$ cat src/rtl/mem_access_unit.sv
// Purpose: MEM stage; issues one 64-bit data-memory access per load/store and feeds MEM/WB.
// Latency: 1 cycle for ALU ops/errors; accesses finish 1 cycle after mem_ready or on timeout.
// Backpressure: stall (combinational) holds EX/MEM while an aligned access is outstanding.
module mem_access_unit #(
  parameter int TIMEOUT = 16
) (
  input  logic        clk,
  input  logic        reset,
  input  logic        valid_in,
  input  logic        RegWrite_in,
  input  logic        MemtoReg_in,
  input  logic        MemWrite_in,
  input  logic        MemRead_in,
  input  logic [63:0] AluOut_in,
  input  logic [63:0] DataOut_in,
  input  logic [4:0]  Rd_in,
  output logic        mem_req,
  output logic        mem_we,
  output logic [63:0] mem_addr,
  output logic [63:0] mem_wdata,
  input  logic        mem_ready,
  input  logic [63:0] mem_rdata,
  output logic        stall,
  output logic        valid_out,
  output logic        RegWrite_Out,
  output logic        MemtoReg_Out,
  output logic [63:0] ReadData_Out,
  output logic [63:0] AluOut_Out,
  output logic [4:0]  Rd_out,
  output logic        err_misalign,
  output logic        err_timeout
);

  typedef enum logic {ST_IDLE, ST_ACCESS} state_t;

  localparam logic [7:0] LP_LAST = 8'(TIMEOUT - 1);

  state_t      r_state;
  state_t      w_state_nxt;
  logic [7:0]  r_cnt;
  logic        r_mem_req, r_mem_we;
  logic [63:0] r_mem_addr, r_mem_wdata;
  logic        r_acc_rw, r_acc_m2r;
  logic [4:0]  r_acc_rd;
  logic        r_valid_out, r_regwrite_out, r_memtoreg_out;
  logic [63:0] r_rdata_out, r_alu_out;
  logic [4:0]  r_rd_out;
  logic        r_err_misalign, r_err_timeout;

  logic        w_mem_op, w_bad, w_accept, w_done, w_tmo;

  // Both MemRead and MemWrite set is not a memory op; it is rejected like a misaligned access.
  assign w_mem_op = valid_in & (MemRead_in ^ MemWrite_in);
  assign w_bad    = valid_in & ((MemRead_in & MemWrite_in) |
                                (w_mem_op & (AluOut_in[2:0] != 3'b000)));
  assign w_accept = w_mem_op & (AluOut_in[2:0] == 3'b000);

  // Next-state and stall; mem_ready beats the timeout when both land in one cycle.
  always_comb begin
    w_state_nxt = r_state;
    stall       = 1'b0;
    w_done      = 1'b0;
    w_tmo       = 1'b0;
    case (r_state)
      ST_IDLE: begin
        stall = w_accept;
        if (w_accept) w_state_nxt = ST_ACCESS;
      end
      ST_ACCESS: begin
        if (mem_ready) begin
          w_done      = 1'b1;
          w_state_nxt = ST_IDLE;
        end else if (r_cnt == LP_LAST) begin
          w_tmo       = 1'b1;
          w_state_nxt = ST_IDLE;
        end
        stall = ~mem_ready & (r_cnt != LP_LAST);
      end
      default: w_state_nxt = ST_IDLE;
    endcase
    if (reset) stall = 1'b0;
  end

  // State register.
  always_ff @(posedge clk) begin
    if (reset) r_state <= ST_IDLE;
    else       r_state <= w_state_nxt;
  end

  // Memory request, access latches, MEM/WB outputs and error pulses.
  always_ff @(posedge clk) begin
    if (reset) begin
      r_cnt          <= '0;
      r_mem_req      <= 1'b0;
      r_mem_we       <= 1'b0;
      r_mem_addr     <= '0;
      r_mem_wdata    <= '0;
      r_acc_rw       <= 1'b0;
      r_acc_m2r      <= 1'b0;
      r_acc_rd       <= '0;
      r_valid_out    <= 1'b0;
      r_regwrite_out <= 1'b0;
      r_memtoreg_out <= 1'b0;
      r_rdata_out    <= '0;
      r_alu_out      <= '0;
      r_rd_out       <= '0;
      r_err_misalign <= 1'b0;
      r_err_timeout  <= 1'b0;
    end else begin
      r_err_misalign <= 1'b0;
      r_err_timeout  <= 1'b0;
      case (r_state)
        ST_IDLE: begin
          if (!valid_in) begin
            r_valid_out    <= 1'b0;
            r_regwrite_out <= 1'b0;
          end else if (w_accept) begin
            r_mem_req      <= 1'b1;
            r_mem_we       <= MemWrite_in;
            r_mem_addr     <= AluOut_in;
            r_mem_wdata    <= DataOut_in;
            r_acc_rw       <= RegWrite_in;
            r_acc_m2r      <= MemtoReg_in;
            r_acc_rd       <= Rd_in;
            r_cnt          <= '0;
            r_valid_out    <= 1'b0;
            r_regwrite_out <= 1'b0;
          end else begin
            r_valid_out    <= 1'b1;
            r_regwrite_out <= RegWrite_in & ~w_bad & (Rd_in != 5'd0);
            r_memtoreg_out <= MemtoReg_in;
            r_rdata_out    <= '0;
            r_alu_out      <= AluOut_in;
            r_rd_out       <= Rd_in;
            r_err_misalign <= w_bad;
          end
        end
        ST_ACCESS: begin
          if (w_done || w_tmo) begin
            r_mem_req      <= 1'b0;
            r_mem_we       <= 1'b0;
            r_valid_out    <= 1'b1;
            r_regwrite_out <= w_done & r_acc_rw & (r_acc_rd != 5'd0);
            r_memtoreg_out <= r_acc_m2r;
            r_rdata_out    <= (w_done && !r_mem_we) ? mem_rdata : 64'd0;
            r_alu_out      <= r_mem_addr;
            r_rd_out       <= r_acc_rd;
            r_err_timeout  <= w_tmo;
          end else begin
            r_cnt <= r_cnt + 8'd1;
          end
        end
        default: ;
      endcase
    end
  end

  assign mem_req      = r_mem_req;
  assign mem_we       = r_mem_we;
  assign mem_addr     = r_mem_addr;
  assign mem_wdata    = r_mem_wdata;
  assign valid_out    = r_valid_out;
  assign RegWrite_Out = r_regwrite_out;
  assign MemtoReg_Out = r_memtoreg_out;
  assign ReadData_Out = r_rdata_out;
  assign AluOut_Out   = r_alu_out;
  assign Rd_out       = r_rd_out;
  assign err_misalign = r_err_misalign;
  assign err_timeout  = r_err_timeout;

endmodule

$ cat config.mk
export PLATFORM = sky130hd
export DESIGN_NAME = mem_access_unit
export DESIGN_NICKNAME = d
export VERILOG_FILES = /design/src/rtl/mem_access_unit.sv
export SDC_FILE = /design/constraint.sdc
export NUM_CORES = 1
export LEC_CHECK = 0
export BUFFER_PORTS_ARGS = -buffer_cell sky130_fd_sc_hd__buf_2
export CORE_AREA = 4 4 184 186
export CTS_BUF_LIST = sky130_fd_sc_hd__clkbuf_16
export DETAILED_ROUTE_END_ITERATION = 8
export DIE_AREA = 0 0 188 190
export SLEW_MARGIN = 20
export SYNTH_ARGS = -nofsm -noshare
export SYNTH_HDL_FRONTEND = slang
export SYNTH_SLANG_ARGS = --single-unit
export TNS_END_PERCENT = 5
$ cat constraint.sdc
create_clock -name clk -period 2.8 [get_ports clk]
set_input_delay 0.84 -clock clk [delete_from_list [all_inputs] [get_ports clk]]
set_output_delay 0.84 -clock clk [all_outputs]
set_load 0.02 [all_outputs]
# --- After elaboration in Yosys (flattened, before gate mapping) ---
# Cells that the tools add are included.
classes:
  addsub: 1
  n_eq_ne: 7
  n_mux: 47
  n_bitwise: 17
  n_reduce_logical: 13
ops:
  columns: ["cell", "count"]
  rows:
  - ["$mux W64", 7]
  - ["$pmux W64 S2", 2]
  - ["$mux W8", 3]
  - ["$mux W1", 23]
  - ["$pmux W8 S2", 1]
  - ["$mux W5", 3]
  - ["$pmux W1 S2", 7]
  - ["$reduce_and A3 Y1", 4]
  - ["$and A1 B1 Y1", 10]
  - ["$pmux W5 S2", 1]
  - ["$reduce_bool A5 Y1", 2]
  - ["$add A8 B1 Y8 const B", 1]
  - ["$eq A8 B4 Y1 const B", 1]
  - ["$ne A2 B2 Y1 const B", 4]
  - ["$ne A8 B4 Y1 const B", 1]
  - ["$not A1 Y1", 5]
  - ["$reduce_or A4 Y1", 1]
  - ["$logic_not A3 Y1", 1]
  - ["$reduce_bool A3 Y1", 1]
  - ["$reduce_or A3 Y1", 1]
  - ["$ne A2 B1 Y1 const B", 1]
  - ["$logic_and A1 B1 Y1", 1]
  - ["$logic_not A1 Y1", 1]
  - ["$logic_or A1 B1 Y1", 1]
  - ["other kinds (2)", 2]
word_totals:
  ff_bits: 284
  in_bits: 205
  out_inout_bits: 269
  word_cells: 102

# --- Longest topological paths before layout ---
# Gate-level depths: netlist of the first run.
depth:
  depth_word: 11
  mapped_depth: 8
  ltp_nobuf: 5

# --- Worst setup path after synthesis of the first run ---
# OpenSTA, ideal clock, no wires.
synth_timing:
  path_kind: "input port to output port"
  startpoint: "in MemWrite_in"
  endpoint: "out stall"
  arrival_time_ns: 2.273
  t_required_ns: 1.960
  setup_slack_ns: -0.313
  path_stages: 7
  n_path_buf: 2
  path_cell_list: "ha_1 -> nor4b_4 -> and2_1 -> buf_2 -> nor2_2 -> buf_2 -> nor2_1"
synth_via:
  elab_chain_len: 5
synth_lines:
  columns: ["element", "line", "rtl"]
  rows:
  - ["from (decl)", "12", "input logic MemWrite_in,"]
  - ["$xor A1 B1 Y1", "53", "assign w_mem_op = valid_in & (MemRead_in ^ MemWrite_in);"]
  - ["$and A1 B1 Y1", "53", null]
  - ["$and A1 B1 Y1", "56", "assign w_accept = w_mem_op & (AluOut_in[2:0] == 3'b000);"]
  - ["$pmux W1 S2", "64", "case (r_state)"]
  - ["$mux W1", "81", "if (reset) stall = 1'b0;"]
  - ["to (decl)", "23", "output logic stall,"]
# Every way passes these cells.

# --- Final worst setup path of the first run ---
# Ends and elaborated chain as after synthesis.

==> flow_results.org, run 1 <==
** Logic synthesis
- After synthesis, the share of flip-flops with an asynchronous set or reset is 0%.
- In the synthesized netlist, the number of instances is 1215.
- The commonest cells after synthesis are sky130_fd_sc_hd__dfxtp_1, sky130_fd_sc_hd__nand2_1, sky130_fd_sc_hd__a21oi_1.
- For this run, the leading register cell type out of synthesis is sky130_fd_sc_hd__dfxtp_1.
- The synthesized netlist occupies a cell area of 10600 um^2.
- The average instance in the mapped netlist occupies 8.70 um^2.
- Cell type with the largest total area after synthesis :: sky130_fd_sc_hd__dfxtp_1
- Synthesis-stage register bit count :: 284
- Synth top area cells :: sky130_fd_sc_hd__dfxtp_1, sky130_fd_sc_hd__a21oi_1, sky130_fd_sc_hd__nand2_1
- Yosys instantiated no cell more often than sky130_fd_sc_hd__dfxtp_1.
- EDFF count, synth :: 0
- Share of the synthesized area in the top cell type :: around 54%
- After synthesis, flip-flops and latches occupy 53.8% of the total area.
- Yosys printed 0 warnings.
- In this run, distinct cell masters in the synthesized netlist total 40.
- Net Count, Synth :: 1422

** Timing
- Setup repair after global routing left no endpoint under its margin.
- Clock Skews :: about 0.018 ns
- The max-slew violation count came to 0.
- Derived from the worst setup path, the maximum achievable clock frequency is approximately 0.37 GHz.
- The worst path meets setup with 0.0830 ns of slack.
- In this run the tightest slew margin relative to its limit is roughly 36%.
- In the finished design, the share of the clock period the worst path needs comes to between 90 and 100%.
- The count of final hold-check violations came to 0.
- At the pin with the least slew margin, the transition time is 0.963 ns.
- Final setup fails :: 0
- The worst path needs between 2 and 3 ns of the cycle, external delays included.
- Across all hold checks on the routed design, the worst slack comes to approximately 0.45 ns.

** Floorplan
- In this run the count of I/O pins placed on the die edge is 474.
- The floorplan step defined a die boundary enclosing around 36000 um^2.
- Number of rows created at floorplan :: 66
- Die Y :: roughly 190 um
- The total area inside the core boundary comes to 32300 um^2.
- The die is roughly 190 um wide.
- Starting density of the core :: 32.7%

** Global route
- Total routing resource utilization after global routing :: between 15 and 20%
- Via count of the first global-routing pass :: between 10000 and 15000
- The total overflow left after global routing is 0.
- Number of antenna violations at the first check in global routing :: 6
- Global-route wire length before repair :: 57.5 mm
- Entering global routing, the biggest net connects 88 pins.

** Routing
- After detailed routing, the total wire length is 37.4 mm.
- For this run, the detailed router's first-pass iteration total came to 5.
- The final route contains 10300 vias.
- In this run the remaining antenna-violating nets after routing total 0.
- In the routed design, unresolved DRC markers number 0.
- Initial detailed-routing violation count :: 654
- After detailed routing, the average wire length per cell comes to 17.7 um.
- Via density :: a little under 5

** Final layout
- Post-layout nets :: 1847
- Final Cell Area :: 14400 um^2
- Non-Filler Instances :: 2109
- Layout cell share with drive strength beyond 1 :: roughly a third
- From synthesis to final layout, the design area changed by 36.7%.
- Number of filler cells placed in the layout :: 3279

** Clocking
- Counting along the longest clock path gives a buffer depth of 3.
- Clock-pin slew was measured on the worst setup and hold paths at 0.06 ns.
- H-tree levels :: 2
- The clock net in this run drives a total of 284 sinks.
- The later pin in the worst-skew pair is clocked with a latency of 0.51 ns.
- The tree is rooted in a sky130_fd_sc_hd__clkbuf_16.
- TritonCTS built the clock tree.
- Hold repair after CTS inserted 0 buffers.
- Number of buffers inserted during clock tree synthesis :: 34

** Worst setup path
- Critical path startpoint :: MemWrite_in
- The critical path is of the in2out type.
- In this run the register-to-register setup slack is 0.49 ns.
- R2R Path End :: AluOut_Out[28]
- Data on the critical path arrives at its endpoint at 1.88 ns.
- Worst setup path end :: stall
- The startpoint identified for the worst register-to-register timing path is r_cnt[1].
- Worst Setup Start Kind :: input pin
- Counting cells, the worst reg-to-reg path comes to 7.
- In this run the worst path has a maximum fanout of 2.
- Data on the critical path is required at its endpoint by 1.96 ns.
- STA classifies the critical path endpoint as a primary output.

** Place
- The wire-length estimate of the detail-placed layout is ~25 mm.
- IO Port Bufs :: 473
- Dpl ws :: 0.0198 ns
- Placed cell count :: between 2000 and 2500
- Routability-driven placement congestion ratio :: approximately 0.75
- Instance area after placement :: approximately 13000 um^2

** Pwr
- Reported leakage power :: 6.42 nW
- Power per cell area :: 653 nW/um^2
- Total power :: 9.43 mW
- IR analysis of the VDD net gives a maximum drop of 0.348 mV.

** Hold path
- The min-delay analysis places its worst path in the category reg2reg.

** Run status
- The flow ran to the end, and the final reports show no timing, DRC or antenna violations.

** Job
- Across the run, the number of max-cap violations was 0.
## worst min-delay path by stage
| stage | start | to | slack (ns) | depth (start not counted) |
|---|---|---|---|---|
| 3_3_place_gp | mem_wdata[18] | mem_wdata[18] | 0.44 | 2 |
| 4_1_cts | mem_wdata[48] | mem_wdata[48] | 0.45 | 2 |
| 5_1_grt | mem_wdata[8] | mem_wdata[8] | 0.47 | 2 |
| 2_1_floorplan | r_acc_m2r | r_acc_m2r | 0.43 | 2 |
| 6_report | mem_wdata[43] | mem_wdata[43] | 0.45 | 2 |
| 3_5_place_dp | mem_wdata[48] | mem_wdata[48] | 0.44 | 2 |
## worst max-delay path: stages
cell and delay [ns]:
sky130_fd_sc_hd__buf_2 0.12, sky130_fd_sc_hd__ha_4 0.27, sky130_fd_sc_hd__nor4b_4 0.20, sky130_fd_sc_hd__and2_4 0.20, sky130_fd_sc_hd__nor2_4 0.05, sky130_fd_sc_hd__nor2_4 0.07
sky130_fd_sc_hd__buf_6 0.12
## registers in the layout (all words and copies together) (netlist names), 5 cells and up
register	flops
AluOut_Out	64
Rd_out	5
ReadData_Out	64
mem_addr	64
mem_wdata	64
r_acc_rd	5
r_cnt	8
## cell type report
| cell class | count | area, um^2 | share of cell area (%) |
|---|---|---|---|
| Clock buffer | 34 | 851 | 5.89 |
| Inverter | 10 | 37.5 | 0.260 |
| Clock inverter | 27 | 244 | 1.69 |
| Multi-Input combinational cell | 811 | 4400 | 30.5 |
| Timing Repair Buffer | 499 | 2660 | 18.4 |
| Antenna cell | 2 | 5.00 | 0.0347 |
| Tap cell | 442 | 553 | 3.83 |
| Sequential cell | 284 | 5690 | 39.4 |
## cell families (layout without fill, tap and decap cells)
family | after synthesis | in the layout | synth area share [%]
compound gates | 422 | 422 | 24.6
xor+xnor | 4 | 4 | 0.332
fa+ha+maj | 2 | 2 | 0.237
buf+inv | 120 | 570 | 5.01
flops | 284 | 284 | 53.8
other cells | 0 | 2 | 0
simple gates | 383 | 383 | 16.0
## report_power, final
| part | leakage, nW | internal (mW) | switching (mW) | total [mW] |
|---|---|---|---|---|
| registers | 2.31 | 4.16 | 0.0615 | 4.22 |
| clock network | 0.556 | 2.59 | 1.74 | 4.33 |
| logic | 3.55 | 0.338 | 0.542 | 0.881 |
| total | 6.42 | 7.09 | 2.34 | 9.43 |
## cell usage in the layout, fill, tap and decap left out, types with 4 or more instances in the layout
cell                        synthesis  routed
sky130_fd_sc_hd__a211oi_1          71      71
sky130_fd_sc_hd__clkinv_1           0       6
sky130_fd_sc_hd__dfxtp_1          284     282
sky130_fd_sc_hd__buf_2             36     471
sky130_fd_sc_hd__nor2_1            19      18
sky130_fd_sc_hd__buf_12             0       7
sky130_fd_sc_hd__a21oi_1          208     208
sky130_fd_sc_hd__a22o_1            71      71
sky130_fd_sc_hd__bufinv_16          0       4
sky130_fd_sc_hd__o21ai_0           63      63
sky130_fd_sc_hd__nand2_1          276     275
sky130_fd_sc_hd__buf_4              9      19
sky130_fd_sc_hd__or3_1             64      64
sky130_fd_sc_hd__clkbuf_16          0      34
sky130_fd_sc_hd__nor3_1             4       4
sky130_fd_sc_hd__inv_1              9      16
## through the flow
step / setup TNS (ns) / utilization, %
CTS: 0 / 44.7
global placement: 0 / 41.3
detailed placement: 0 / 41.3
floorplan: -0.0831 / -
global route: 0 / 44.7
finish: 0 / 44.7
## repair_timing
action | CTS | global route
buffers inserted | 0 | 1
endpoints found under the setup margin | 1 | 1
gates cloned | 0 | 0
resized for setup | 1 | 2
pin swaps | 0 | 2
## metal layers
layer,GRT usage [%],part of all wire [%]
met1,24.2,41
met3,5.27,7.0
met5,0,0.15
met2,33.3,49
met4,6.66,2.7
No activity file was read; power rests on OpenSTA's default activity.
==> run 2: changes to the inputs <==
- PLACE_DENSITY_LB_ADDON: unset -> 0.15
==> flow_results.org, run 2 (synthesized netlist as in run 1, its figures left out) <==
** Worst setup path
- CP Capture Type :: primary output
- Cell at the slowest stage of the critical path :: sky130_fd_sc_hd__ha_4
- Category of the most critical setup path :: in2out
- On the critical path the largest part of the delay comes from simple AND/OR/NAND/NOR gates.
- The delay of the slowest critical-path stage was 0.28 ns (about the same).
- The critical-path maximum fanout was 2 (unchanged).
- Buffering stage count on the worst path with inverters included :: 2 (unchanged)
- The critical path goes through buf_6 > ha_4 > nor4b_4 > and2_4 > nor2_4 > nor2_4 > buf_6.
- Required time worst endpoint :: 1.96 ns (about the same)
- Worst Setup Start Kind :: input pin
- The reg-to-reg setup timing slack came to 0.65 ns (+0.16 ns).
- CP arrival :: 1.92 ns (+0.04 ns)

** Clocking
- Worst-path clk slew :: 0.06 ns (about the same)
- CTS max path bufs :: 3 (unchanged)
- Root Buffer Master :: sky130_fd_sc_hd__clkbuf_16
- The number of buffers inserted for hold repair after clock tree synthesis is 0 (unchanged).
- TritonCTS built the clock tree.
- The clock buffer count from CTS was 35 (+2.9%).
- The H-tree level count came to 2 (unchanged).
- Number of sinks on the clock net :: 284 (unchanged)
- The clock insertion delay at the later pin of the skew report was 0.50 ns (about the same).

** Timing
- Total Neg Setup Slack :: 0 ns (unchanged)
- The max-slew violation count came to 0 (unchanged).
- Share of the clock period used by the worst path after layout :: 98.4% (+1.4 points)
- Setup repair after global routing could not meet its margin everywhere.
- Final setup fails :: 0 (unchanged)
- Worst slew margin :: 39.8% (+4.0 points)
- The worst setup skew after layout came to 0.0109 ns (-0.00662 ns).
- The slew at the pin with the worst max-slew slack is 0.903 ns (-0.0603 ns).
- Timing-limited maximum frequency :: 0.363 GHz (-1.4%)
- The count of final hold-check violations came to 0 (unchanged).
- Post-route minimum period :: 2.76 ns (+0.0393 ns)

** Place
- Instance area after placement :: 13300 um^2 (+0.15%)
- The HPWL reported at the end of detailed placement was 25.5 mm (+1.0%).
- Routability-driven placement congestion ratio :: 0.776 (+3.0%)
- The number of port buffers was 473 (unchanged).

** Routing
- The average via count per standard cell is 4.90 (about the same).
- Number of routed nets with antenna violations :: 0 (unchanged)
- The total length of routed wires is 37.7 mm (+0.88%).
- Post-route DRC violation count :: 0 (unchanged)
- The total via count after detailed routing was 10400 (+0.12%).
- Initial detailed-routing violation count :: 506 (-23%)
- The first-pass detailed-route iteration total was 5 (unchanged).
- Drt wl/cell :: 17.9 um (+0.78%)

** Global route
- Number of antenna violations at the first check in global routing :: 7 (+1)
- Total congestion overflow :: 0 (unchanged)
- Maximum number of pins on one net before global-route repair :: 76 (-14%)
- Global-route wire length before repair :: 57.2 mm (-0.56%)
- Via count of the first global-routing pass :: 9888 (-1.2%)
- The total global routing track utilization was 19.7% (+0.098 points).

** Floorplan
- The area of the core region was 32300 um^2 (unchanged).
- The die width came to 188 um (unchanged).
- The cell row count was 66 (unchanged).
- The starting utilization of the core area was 32.7% (unchanged).
- The number of ports placed on the die boundary is 474 (unchanged).
- The height of the chip came to 190 um (unchanged).
- The full die area came to 35700 um^2 (unchanged).

** Final layout
- The post-route cell area came to 14400 um^2 (about the same).
- The number of nets in the finished design is 1849 (+0.11%).
- Leaving out fill and tap cells, the most frequent cell in the layout is sky130_fd_sc_hd__buf_2.
- The library cells used most frequently in the layout, excluding fill and tap cells, are sky130_fd_sc_hd__buf_2, sky130_fd_sc_hd__dfxtp_1, sky130_fd_sc_hd__nand2_1.
- The number of inserted filler cells in the final layout was 3331 (+1.6%).
- The growth of design area from synthesis to finish was 36.6% (about the same).
- Layout cell share with drive strength beyond 1 :: 33.9% (+0.12 points)
- Final core area utilization :: 44.7% (about the same)

** Pwr
- The worst vdd rail ir drop was 0.437 mV (+26%).
- The power density of the placed cells is 643 nW/um^2 (-1.5%).
- Reported leakage power :: 6.42 nW (about the same)

** Run status
- The run finished with clean final reports.

** Job
- The number of violations of the max-capacitance limit came to 0 (unchanged).

** Hold path
- HP Class :: reg2reg
[run 2: worst paths after layout]
path / start / end / depth (start not counted)
worst min register to register: mem_addr[0] / mem_addr[0] / 2
worst min-delay path: mem_addr[0] / mem_addr[0] / 2
worst max register to register: r_cnt[4] / AluOut_Out[54] / 5
worst max-delay path: MemWrite_in / stall / 7
[run 2: layout make-up]
cell class                      instances  area, um^2  share of cell area [%]
Antenna cell                            4        10.0                  0.0694
Tap cell                              442         553                    3.83
Inverter                               10        37.5                   0.260
Clock buffer                           35         876                    6.07
Multi-Input combinational cell        811        4410                    30.5
Sequential cell                       284        5690                    39.4
Clock inverter                         25         168                    1.16
Timing Repair Buffer                  500        2700                    18.7
[run 2: through the flow]
step | total power, mW | cells | hold WS [ns] | setup WS, ns
global route | 9.67 | 2110 | 0.471 | -0.0105
finish | 9.28 | 2111 | 0.447 | 0.0438
floorplan | 4.79 | 1215 | 0.433 | -0.0831
detailed placement | 5.21 | 2046 | 0.442 | -0.0551
CTS | 9.41 | 2106 | 0.450 | 0.00850
global placement | 5.20 | 2046 | 0.439 | -0.0415
[run 2: report_power, final]
part / internal, mW / total (mW) / switching (mW)
clock: 2.45 / 4.17 / 1.71
sequential: 4.16 / 4.22 / 0.0603
combinational: 0.343 / 0.891 / 0.548
total: 6.96 / 9.28 / 2.32
[run 2: what timing repair did]
action | 4_1_cts | 5_1_grt
gates resized for setup | 2 | 4
pin swaps | 3 | 3
gates cloned | 0 | 0
setup endpoints to repair | 1 | 1
setup buffers | 0 | 1
[run 2: routing by layer]
metal | wire length, um | vias up | global-route usage (%)
li1 | - | 5125 | -
met1 | 15200 | 4764 | 23.7
met2 | 18300 | 391 | 33.8
met3 | 3180 | 68 | 6.02
met4 | 1010 | 4 | 6.44
met5 | 25 | - | 0
[run 2: worst register-to-register path: stages, from the launching register on]
cell,delay (ns)
sky130_fd_sc_hd__dfxtp_1,0.38
sky130_fd_sc_hd__nor4_4,0.39
sky130_fd_sc_hd__a21oi_2,0.14
sky130_fd_sc_hd__nor2_4,0.16
sky130_fd_sc_hd__buf_4,0.68
sky130_fd_sc_hd__a211oi_1,0.25
